$ cat config.mk
export PLATFORM = sky130hd
export DESIGN_NAME = wrr_arbiter
export DESIGN_NICKNAME = d
export VERILOG_FILES = /design/src/rtl/wrr_arbiter.sv
export SDC_FILE = /design/constraint.sdc
export NUM_CORES = 1
export LEC_CHECK = 0
export BUFFER_PORTS_ARGS = -buffer_cell sky130_fd_sc_hd__buf_2
export CAP_MARGIN = 20
export CORE_MARGIN = 2
export CORE_UTILIZATION = 43
export CTS_CLUSTER_DIAMETER = 200
export DETAILED_ROUTE_END_ITERATION = 7
export GPL_TIMING_DRIVEN = 0
export PLACE_DENSITY = 0.95
export SYNTH_ARGS = -nofsm -noshare
export SYNTH_HDL_FRONTEND = slang
export SYNTH_SLANG_ARGS = --single-unit
$ cat constraint.sdc
create_clock -name clk_i -period 5.9 [get_ports clk_i]
set_input_delay 1.18 -clock clk_i [delete_from_list [all_inputs] [get_ports clk_i]]
set_output_delay 1.18 -clock clk_i [all_outputs]
set_load 0.01 [all_outputs]
$ cat src/rtl/wrr_arbiter.sv
// Weighted round-robin arbiter: each owner keeps the output for up to its weight in
// back-to-back transfers before the grant rotates. The data path is purely combinational.
module wrr_arbiter #(
  parameter int unsigned NumIn       = 4,
  parameter int unsigned DataWidth   = 32,
  parameter int unsigned WeightWidth = 4,
  parameter bit          LockIn      = 1'b1,
  localparam int unsigned IdxWidth   = (NumIn > 1) ? $clog2(NumIn) : 1
) (
  input  logic                                  clk_i,
  input  logic                                  rst_ni,
  input  logic                                  flush_i,
  input  logic [NumIn-1:0][WeightWidth-1:0]     weights_i,
  input  logic [NumIn-1:0]                      req_i,
  output logic [NumIn-1:0]                      gnt_o,
  input  logic [NumIn-1:0][DataWidth-1:0]       data_i,
  output logic                                  req_o,
  input  logic                                  gnt_i,
  output logic [DataWidth-1:0]                  data_o,
  output logic [IdxWidth-1:0]                   idx_o
);

  localparam logic [IdxWidth-1:0] LastIdx = IdxWidth'(NumIn - 1);

  logic [IdxWidth-1:0]    owner_q, owner_d;
  logic [WeightWidth-1:0] credit_q, credit_d;
  logic                   lock_q, lock_d;
  logic [IdxWidth-1:0]    lock_idx_q, lock_idx_d;

  logic [IdxWidth-1:0]    w_search_idx;
  logic                   w_search_hit;
  logic [IdxWidth-1:0]    w_sel;
  logic [WeightWidth-1:0] w_sel_weight;
  logic [WeightWidth-1:0] w_eff_weight;
  logic                   w_handshake;
  logic                   w_keep_owner;

  // Cyclic search starting just after the owner and ending on the owner itself.
  always_comb begin
    logic [IdxWidth-1:0] cand;
    cand         = owner_q;
    w_search_idx = owner_q;
    w_search_hit = 1'b0;
    for (int unsigned k = 0; k < NumIn; k++) begin
      cand = (cand == LastIdx) ? '0 : cand + IdxWidth'(1);
      if (!w_search_hit && req_i[cand]) begin
        w_search_hit = 1'b1;
        w_search_idx = cand;
      end
    end
  end

  always_comb begin
    if (lock_q) begin
      w_sel = lock_idx_q;
    end else if (req_i[owner_q] && (credit_q != '0)) begin
      w_sel = owner_q;
    end else begin
      w_sel = w_search_idx;
    end
  end

  assign req_o  = lock_q ? req_i[lock_idx_q] : |req_i;
  assign data_o = data_i[w_sel];
  assign idx_o  = w_sel;

  always_comb begin
    for (int unsigned i = 0; i < NumIn; i++) begin
      gnt_o[i] = gnt_i && req_o && (w_sel == IdxWidth'(i));
    end
  end

  // A zero weight still earns one transfer per turn.
  assign w_sel_weight = weights_i[w_sel];
  assign w_eff_weight = (w_sel_weight == '0) ? WeightWidth'(1) : w_sel_weight;
  assign w_handshake  = req_o && gnt_i;
  assign w_keep_owner = (w_sel == owner_q) && (credit_q != '0);

  always_comb begin
    owner_d    = owner_q;
    credit_d   = credit_q;
    lock_d     = lock_q;
    lock_idx_d = lock_idx_q;
    if (w_handshake) begin
      lock_d = 1'b0;
      if (w_keep_owner) begin
        credit_d = credit_q - WeightWidth'(1);
      end else begin
        owner_d  = w_sel;
        credit_d = w_eff_weight - WeightWidth'(1);
      end
    end else if (LockIn && req_o) begin
      lock_d     = 1'b1;
      lock_idx_d = w_sel;
    end
    // Flush overrides any same-cycle handshake update but not the outputs.
    if (flush_i) begin
      owner_d  = LastIdx;
      credit_d = '0;
      lock_d   = 1'b0;
    end
  end

  always_ff @(posedge clk_i or negedge rst_ni) begin
    if (!rst_ni) begin
      owner_q    <= LastIdx;
      credit_q   <= '0;
      lock_q     <= 1'b0;
      lock_idx_q <= '0;
    end else begin
      owner_q    <= owner_d;
      credit_q   <= credit_d;
      lock_q     <= lock_d;
      lock_idx_q <= lock_idx_d;
    end
  end

endmodule

# ---- Word level (Yosys, flattened, before mapping)
# Index checks and enable logic that the tools add are counted.
dict set report totals {
  mem_count 0
  ram_bits 0
  mem_bits_ro 0
  reg_bits 9
  latchBits 0
  in_bits 152
  out_inout_bits 39
  wordCells 88
}
dict set report op_classes {
  muxes 40
  n_bitwise 1
  n_div 0
  n_reduce_logical 21
  n_lt_le_gt_ge 7
  n_shift 0
  n_eq_ne 9
  mul 0
  n_addsub 6
}
# op n
set ops {}
lappend ops {{$bmux 32 s2} 1}
lappend ops {{$mux 32} 1}
lappend ops {{$mux 2} 13}
lappend ops {{$lt 2x3->1 const B} 7}
lappend ops {{$mux 4} 5}
lappend ops {{$mux 1} 13}
lappend ops {{$bmux 1 s2} 6}
lappend ops {{$eq 2x2->1 const B} 6}
lappend ops {{$logic_and 1x1->1} 10}
lappend ops {{$add 2x1->2 const B} 4}
lappend ops {{$bmux 4 s2} 1}
lappend ops {{$sub 4x1->4 const B} 2}
lappend ops {{$logic_not 4->1} 1}
lappend ops {{$reduce_and 2->1} 2}
lappend ops {{$reduce_bool 4->1} 1}
lappend ops {{$reduce_or 4->1} 1}
lappend ops {{$logic_not 1->1} 3}
lappend ops {{$reduce_bool 3->1} 1}
lappend ops {{$eq 2x1->1 const B} 1}
lappend ops {{$eq 2x2->1} 1}
lappend ops {{$logic_not 2->1} 1}
lappend ops {{$ne 2x2->1 const B} 1}
lappend ops {{$reduce_bool 2->1} 1}
lappend ops {{$not 1->1} 1}

# ---- Depth between registers and ports, before layout
# Gate-level depths: netlist of the first run.
dict set report logic_depth {
  depth_word 24
  depth_mapped 14
  depth_no_buf 11
}

# ---- Least setup slack after synthesis of the first run
# OpenSTA, ideal clock, no wires.
dict set report synth_path {
  path_type {input-to-output}
  startpoint {input port req_i[2]}
  endpoint {output port data_o[22]}
  cell_stages 11
  arrival_ns 3.366
  t_required_ns 4.720
  n_path_buf 3
  slack_ns 1.354
  cell_sequence {mux2_1 > o311ai_0 > a32o_2 > nand3_4 > and2_4 > buf_6 > clkinv_2 > clkbuf_1 > clkbuf_1 > nand2_1 > a31oi_1}
}
dict set report synth_between {
  elab_chain_cells 16
  elab_cells_between_ends 28
  classes_between {mux (21); reduce/logical (7)}
}
# element line
set synth_lines {}
lappend synth_lines {{start, declared} 14} ;# input logic [NumIn-1:0] req_i,
lappend synth_lines {{$bmux 1 s2} 46} ;# if (!w_search_hit && req_i[cand]) begin
lappend synth_lines {{$mux 1 (not written as such)} 46}
lappend synth_lines {{$mux 1} 46}
lappend synth_lines {{$logic_not 1->1} 46}
lappend synth_lines {{$logic_and 1x1->1} 46}
lappend synth_lines {{$mux 1} 46}
lappend synth_lines {{$logic_not 1->1} 46}
lappend synth_lines {{$logic_and 1x1->1} 46}
lappend synth_lines {{$mux 1} 46}
lappend synth_lines {{$logic_not 1->1} 46}
lappend synth_lines {{$logic_and 1x1->1} 46}
lappend synth_lines {{$mux 2} 46}
lappend synth_lines {{$mux 2 (*)} 56} ;# end else if (req_i[owner_q] && (credit_q != '0)) begin
lappend synth_lines {{$mux 2 (*)} 54} ;# if (lock_q) begin
lappend synth_lines {{via idx_o[1]} 20} ;# output logic [IdxWidth-1:0] idx_o
lappend synth_lines {{$bmux 32 s2 (*)} 64} ;# assign data_o = data_i[w_sel];
lappend synth_lines {{$mux 32 (not written as such) (*)} 64}
lappend synth_lines {{end, declared} 19} ;# output logic [DataWidth-1:0] data_o,
# Mark *: on every way through the listed nets, which the timed path passes. The rest lies on a longest branch. The select of a mux whose other input is x is not followed.

# ---- Worst setup path after layout of the first run
dict set report layout_path {
  startpoint {input port req_i[2]}
  endpoint {output port data_o[20]}
}
dict set report layout_between {
  elab_chain_cells 16
  elab_cells_between_ends 28
  classes_between {mux (21); reduce/logical (7)}
}
# element line
set layout_lines {}
lappend layout_lines {{$bmux 1 s2} 46}
lappend layout_lines {{$mux 1 (not written as such)} 46}
lappend layout_lines {{$mux 1} 46}
lappend layout_lines {{$logic_not 1->1} 46}
lappend layout_lines {{$logic_and 1x1->1} 46}
lappend layout_lines {{$mux 1} 46}
lappend layout_lines {{$logic_not 1->1} 46}
lappend layout_lines {{$logic_and 1x1->1} 46}
lappend layout_lines {{$mux 1} 46}
lappend layout_lines {{$logic_not 1->1} 46}
lappend layout_lines {{$logic_and 1x1->1} 46}
lappend layout_lines {{$mux 2} 46}
lappend layout_lines {{$mux 2 (*)} 56}
lappend layout_lines {{$mux 2 (*)} 54}
lappend layout_lines {{$bmux 32 s2 (*)} 64}
lappend layout_lines {{$mux 32 (not written as such) (*)} 64}
# Mark *: on every way between the ends. The rest lies on a longest branch, timed or not. The select of a mux whose other input is x is not followed.

==> key figures, run 1 <==
Power
  – Peak supply drop: 354.6 uV
  – PwrDens: 663.8 nW/um^2
  – LEAKAGE: 1.867 nW

Timing
  – Hold Vio Cnt, Final: 0
  – Count of final setup violators: 0
  – Max-slew violations: 0
  – Worst Tran Pin Value: 0.6233 ns
  – Clock Skews: 0.003977 ns
  – Min Tclk post-route: 5.283 ns
  – Final TNS setup: 0 ns
  – Worst slew margin: 58.20%
  – Max Clock Freq: 0.1893 GHz
  – RSZ-0062 raised after global routing: no
  – Period utilization: 89.54%

Setup path
  – Slowest cell on the critical path: clkbuf_1
  – Worst path arrival time: 4.10 ns
  – Critical Path Source: req_i[2]
  – RR Startpoint: owner_q[1]
  – Worst r2r dst: credit_q[2]
  – Flop2flop setup slack: 2.34 ns
  – Critical Path Sink Type: output port
  – CP endpoint: data_o[20]
  – Slowest cell delay on critical path: 0.42 ns
  – WP depth: 13
  – Top delay family on crit path: buffers and inverters
  – CP Launch Type: input port
  – WS Path Type: input port to output port
  – WP buf/inv: 6
  – FF-to-FF path depth: 10
  – CP Data Required Time: 4.72 ns
  – Worst path cell trace: buf_2 > mux2_1 > o311ai_0 > a32o_2 > nand3_4 > and2_4 > buf_6 > clkinv_2 > clkbuf_1 > clkbuf_1 > nand2_1 > a31oi_1 > buf_2
  – Worst-path maximum fanout: 10

CTS
  – Sink Count: 9
  – Num CTS Buffers: 3
  – H-tree lvl count: 1
  – Clk slew on worst S/H paths: 0.04 ns
  – Post-CTS Setup Bufs: 0
  – Root buffer cell: clkbuf_8
  – Clock insertion delay at the later pin of the skew report: 0.23 ns
  – Hold_buf cts: 0
  – Max clock buf depth: 2
  – CTS tree: done
  – CTS resizes: 0

Floorplan
  – Die Area: 6002 sq um
  – Die X: 77.47 microns
  – I/O pins: 191
  – Core area: 5172 sq um
  – Row cnt: 26
  – Initial Utilization: 44.87%
  – Die H: 77.47 microns

Detailed routing
  – Post-DR wirelength/cell: 15.36 microns
  – Pre-antenna DRT Iters: 5
  – DR vias: 3,681
  – Drt via density: 5.637
  – Final ANT Viol Nets: 0
  – DRC: 0
  – WL final: 10.03 mm
  – Iteration-0 DRC count of the detailed router: 279

Logic synthesis
  – Synth area leaders: nand2_1 23%, a31oi_1 8.9%, and3_1 8.9%
  – Synth top cells by count: 145 x nand2_1, 33 x a31oi_1, 33 x and3_1
  – Yosys cell types: 64
  – Top FF cell, synth: dfrtp_1
  – Number of synthesized flops with an enable pin: 0
  – Synthesized flop and latch total: 9
  – Mean post-synth cell area: 5.951 sq um
  – Post-synth top area cell: nand2_1
  – Sequential share of the synthesized area: 9.811%
  – Mapped Cells: 390
  – Syn nets: 543
  – Number of synthesis warnings: 0
  – Yosys top cell area share: 23.45%
  – Ys async rst share: 100.0%
  – Cell Area, Synth: 2321 sq um
  – Count leader, synth: nand2_1

Global routing
  – Initial antenna violation count: 0
  – Total grt overflow: 0
  – Largest net degree at the start of global routing: 11
  – Number of global-route vias before repair: 3,462
  – GRT Overall Usage: 32.38%
  – First-pass GRT wire length: 16.08 mm

Finish
  – Design Area, Final: 3400 sq um
  – Layout cells sized above 1: 38.08%
  – Nets: 737
  – Diode count: 0
  – P&R area growth vs syn: 46.47%

Job
  – Max cap viols: 0

Placed design
  – Dpl cell area: 3354 sq um
  – Routability cong.: 0.9632
  – # port buffers: 189
  – DP HPWL: 8.259 mm

Status
  – Outcome: completed

Worst hold path
  – Hold Path Class: flip-flop to flip-flop
[cells in the final DEF, fill, tap and decap left out, types with 7 or more instances in the layout]
cell      count
and3_1       33
dfrtp_1       7
a21oi_1       8
nand3_1      10
a31oi_1      33
nor2_1        9
nand2_1     145
o21ai_0      11
buf_2       198
clkbuf_1     22
[per-layer routing]
metal  vias to the layer above  part of all wire (%)  GRT usage [%]
met4                         0                   3.2          11.96
met5                         -                     0              0
met3                        30                   8.1          4.884
met2                       222                    50          56.43
met1                      1652                    39          40.17
li1                       1777                     -              -
[report_power, final]
part	internal (mW)	switching [mW]
clock network	0.0470	0.0237
registers	0.0873	0.0296
logic	0.803	1.27
[worst min path at each step]
stage | cells past startpoint | startpoint | slack [ns] | end
6_report | 2 | credit_q[3] | 0.55 | credit_q[3]
5_1_grt | 2 | credit_q[3] | 0.59 | credit_q[3]
4_1_cts | 2 | credit_q[3] | 0.55 | credit_q[3]
3_5_place_dp | 2 | credit_q[3] | 0.53 | credit_q[3]
3_3_place_gp | 2 | lock_idx_q[0] | 0.53 | lock_idx_q[0]
2_1_floorplan | 2 | lock_idx_q[1] | 0.48 | lock_idx_q[1]
[kinds of logic (layout without fill, tap and decap cells)]
kind of cell,count (synthesis),after routing,synth area share [%]
and+or+nand+nor,236,236,48.19
AOI/OAI and AO/OA,90,90,27.17
adders and majority gates,1,1,0.5390
buffers and inverters,43,236,8.786
DFF,9,9,9.811
muxes,11,11,5.499
[flip-flops by register name (all words and copies together) (netlist names)]
name and cells:
credit_q 4, lock_idx_q 2, owner_q 2, lock_q 1
[worst reg2reg max path: cells and delay by family, from the launching register on]
family | cells | cell delay, ns
AND/OR/NAND/NOR | 4 | 1.46
AO/OA/AOI/OAI | 5 | 1.05
adder cells (fa/ha/maj) | 1 | 0.32
flip-flops | 1 | 0.62
[final cells by class]
class | instances | area (sq um)
Multi-Input combinational cell | 338 | 1889
Fill cell | 480 | 1773
Timing Repair Buffer | 189 | 945.9
Sequential cell | 9 | 227.7
Buffer | 35 | 172.7
Tap cell | 70 | 87.58
Clock buffer | 4 | 45.04
Inverter | 8 | 31.28
[metrics by stage]
step	total power [mW]	hold slack (ns)	cells	setup slack, ns	util [%]
global route	2.463	0.5904	653	0.4419	65.72
CTS	2.233	0.5473	653	0.6581	65.72
floorplan	1.471	0.4787	390	1.354	-
detailed placement	2.152	0.5347	649	0.6685	64.85
global placement	2.106	0.5340	649	0.7159	64.85
finish	2.257	0.5468	653	0.6172	65.72
Note: power is estimated with default switching activity, not from simulation.
==> inputs of run 2 (changes only) <==
Settings changed: CELL_PAD_IN_SITES_DETAIL_PLACEMENT from default to 1, CELL_PAD_IN_SITES_GLOBAL_PLACEMENT from default to 1, CORE_UTILIZATION 43 to 26, CTS_CLUSTER_SIZE from default to 24.
==> run 2 against run 1 <==
  * Flip-flop and latch count is the same
  * Setup slack improved by 0.055 ns
  * Critical path type unchanged
  * Final cell count grew 5.8%
  * Non-clock buffer count unchanged
  * Final area rose by 1.4%
  * Largest power group unchanged
  * Register-to-register slack better by 0.02 ns
  * Total power grew 1.7%
  * Sequential share of layout area is 0.092 points lower
  * Hold slack worse by 0.012 ns
  * Clock-buffer cell count unchanged
  * Critical path depth stayed put
  * Fmax up 1.1%
==> key figures, run 2 (same netlist as run 1, synthesis figures left out) <==
Detailed routing
  – Drt via density: 5.355
  – Post-DR wirelength/cell: 16.71 microns
  – DR vias: 3,700
  – Iteration-0 DRC count of the detailed router: 140
  – Pre-antenna DRT Iters: 4
  – DRC: 0
  – Final ANT Viol Nets: 0
  – WL final: 11.55 mm

Power
  – PwrDens: 666.0 nW/um^2
  – Overall Power: 2.296 mW
  – LEAKAGE: 1.867 nW
  – Peak supply drop: 280.1 uV

Setup path
  – Slowest cell on the critical path: clkbuf_1
  – Slowest cell delay on critical path: 0.43 ns
  – WS Path Type: input port to output port
  – Worst path cell trace: buf_2 > mux2_1 > o311ai_0 > a32o_2 > nand3_4 > and2_4 > buf_6 > clkinv_2 > clkbuf_1 > clkbuf_1 > nand2_1 > a31oi_1 > buf_2
  – Critical Path Source: req_i[2]
  – CP Data Required Time: 4.72 ns
  – Worst-path maximum fanout: 10
  – RR Startpoint: owner_q[1]
  – Flop2flop setup slack: 2.36 ns
  – CP endpoint: data_o[13]
  – WP depth: 13
  – WP buf/inv: 6
  – FF-to-FF path depth: 10
  – Top delay family on crit path: buffers and inverters
  – Worst path arrival time: 4.05 ns
  – CP Launch Type: input port
  – Critical Path Sink Type: output port
  – Worst r2r dst: credit_q[2]

Global routing
  – Number of global-route vias before repair: 3,895
  – GRT Overall Usage: 22.92%
  – Total grt overflow: 0
  – Largest net degree at the start of global routing: 11
  – Initial antenna violation count: 0
  – First-pass GRT wire length: 18.59 mm

CTS
  – CTS resizes: 0
  – Num CTS Buffers: 3
  – Clock insertion delay at the later pin of the skew report: 0.23 ns
  – Clk slew on worst S/H paths: 0.04 ns
  – Hold_buf cts: 0
  – H-tree lvl count: 1
  – CTS tree: done
  – Max clock buf depth: 2
  – Post-CTS Setup Bufs: 0
  – Sink Count: 9
  – Root buffer cell: clkbuf_8

Finish
  – Diode count: 0
  – Layout fillers: 1,255
  – Nets: 737
  – Most frequent cells in the layout: 198 x buf_2, 145 x nand2_1, 33 x a31oi_1, 33 x and3_1, 22 x clkbuf_1
  – Max reg flops: 4
  – P&R area growth vs syn: 48.52%
  – Most flops, register: credit_q
  – Most common cell after layout, fill and taps aside: buf_2
  – Biggest regs: credit_q: 4 flops, lock_idx_q: 2 flops, owner_q: 2 flops
  – Layout cells sized above 1: 38.08%

Timing
  – Worst Tran Pin Value: 0.5935 ns
  – Min Tclk post-route: 5.227 ns
  – Count of final setup violators: 0
  – Max Clock Freq: 0.1913 GHz
  – RSZ-0062 raised after global routing: no
  – Hold Vio Cnt, Final: 0
  – Max-slew violations: 0
  – Final TNS setup: 0 ns
  – Worst slew margin: 60.43%
  – Period utilization: 88.60%
  – Clock Skews: 0.002201 ns

Placed design
  – # port buffers: 189
  – Routability cong.: 0.8933
  – DP HPWL: 9.619 mm

Floorplan
  – Core area: 8678 sq um
  – Die Area: 9698 sq um
  – Row cnt: 34
  – Initial Utilization: 26.74%
  – Die X: 98.48 microns
  – I/O pins: 191
  – Die H: 98.48 microns

Status
  – Outcome: completed

Job
  – Max cap viols: 0

Worst hold path
  – Hold Path Class: flip-flop to flip-flop
run 2: cell counts in the layout (fill, tap and decap cells not counted):
No cell type changed its count.
run 2: worst min-delay path by stage:
stage / start / to / depth (start not counted) / slack, ns
5_1_grt: lock_idx_q[1] / lock_idx_q[1] / 2 / 0.56
3_3_place_gp: lock_idx_q[1] / lock_idx_q[1] / 2 / 0.52
4_1_cts: lock_idx_q[1] / lock_idx_q[1] / 2 / 0.54
3_5_place_dp: lock_idx_q[1] / lock_idx_q[1] / 2 / 0.53
2_1_floorplan: lock_idx_q[1] / lock_idx_q[1] / 2 / 0.48
6_report: lock_idx_q[1] / lock_idx_q[1] / 2 / 0.54
run 2: worst min-delay path: stages, from the launching register on:
cell and delay, ns:
dfrtp_1 0.38, nand2_1 0.06, o21ai_0 0.06
run 2: where the power goes:
part	total, mW	switching [mW]	internal (mW)	leakage, nW
Combinational	2.11	1.30	0.804	1.73
Sequential	0.115	0.0277	0.0872	0.112
Clock	0.0725	0.0254	0.0472	0.0228
run 2: area by class of cell:
| type | count | area (sq um) | share of cell area (%) |
|---|---|---|---|
| Buffer | 35 | 172.7 | 5.009 |
| Clock buffer | 4 | 45.04 | 1.307 |
| Inverter | 8 | 31.28 | 0.9074 |
| Multi-Input combinational cell | 338 | 1889 | 54.81 |
| Sequential cell | 9 | 227.7 | 6.606 |
| Tap cell | 108 | 135.1 | 3.920 |
| Timing Repair Buffer | 189 | 945.9 | 27.44 |
run 2: routing by layer:
metal | routed length, microns | part of all wire, % | GRT usage (%) | up-vias
li1 | - | - | - | 1785
met1 | 4576 | 40 | 26.01 | 1764
met2 | 6151 | 53 | 44.53 | 128
met3 | 553 | 4.8 | 3.191 | 23
met4 | 266 | 2.3 | 5.901 | 0
met5 | 0 | 0 | 0 | -
run 2: stage by stage:
step	cell area, sq um	setup WS [ns]	cells	utilization [%]	hold WS, ns
final	3447	0.6726	691	39.72	0.5353
after global routing	3447	0.4294	691	39.72	0.5606
after CTS	3447	0.6399	691	39.72	0.5399
after detailed placement	3402	0.6528	687	39.20	0.5295
after global placement	3402	0.7129	687	39.20	0.5164
after floorplan	2321	1.354	390	-	0.4787
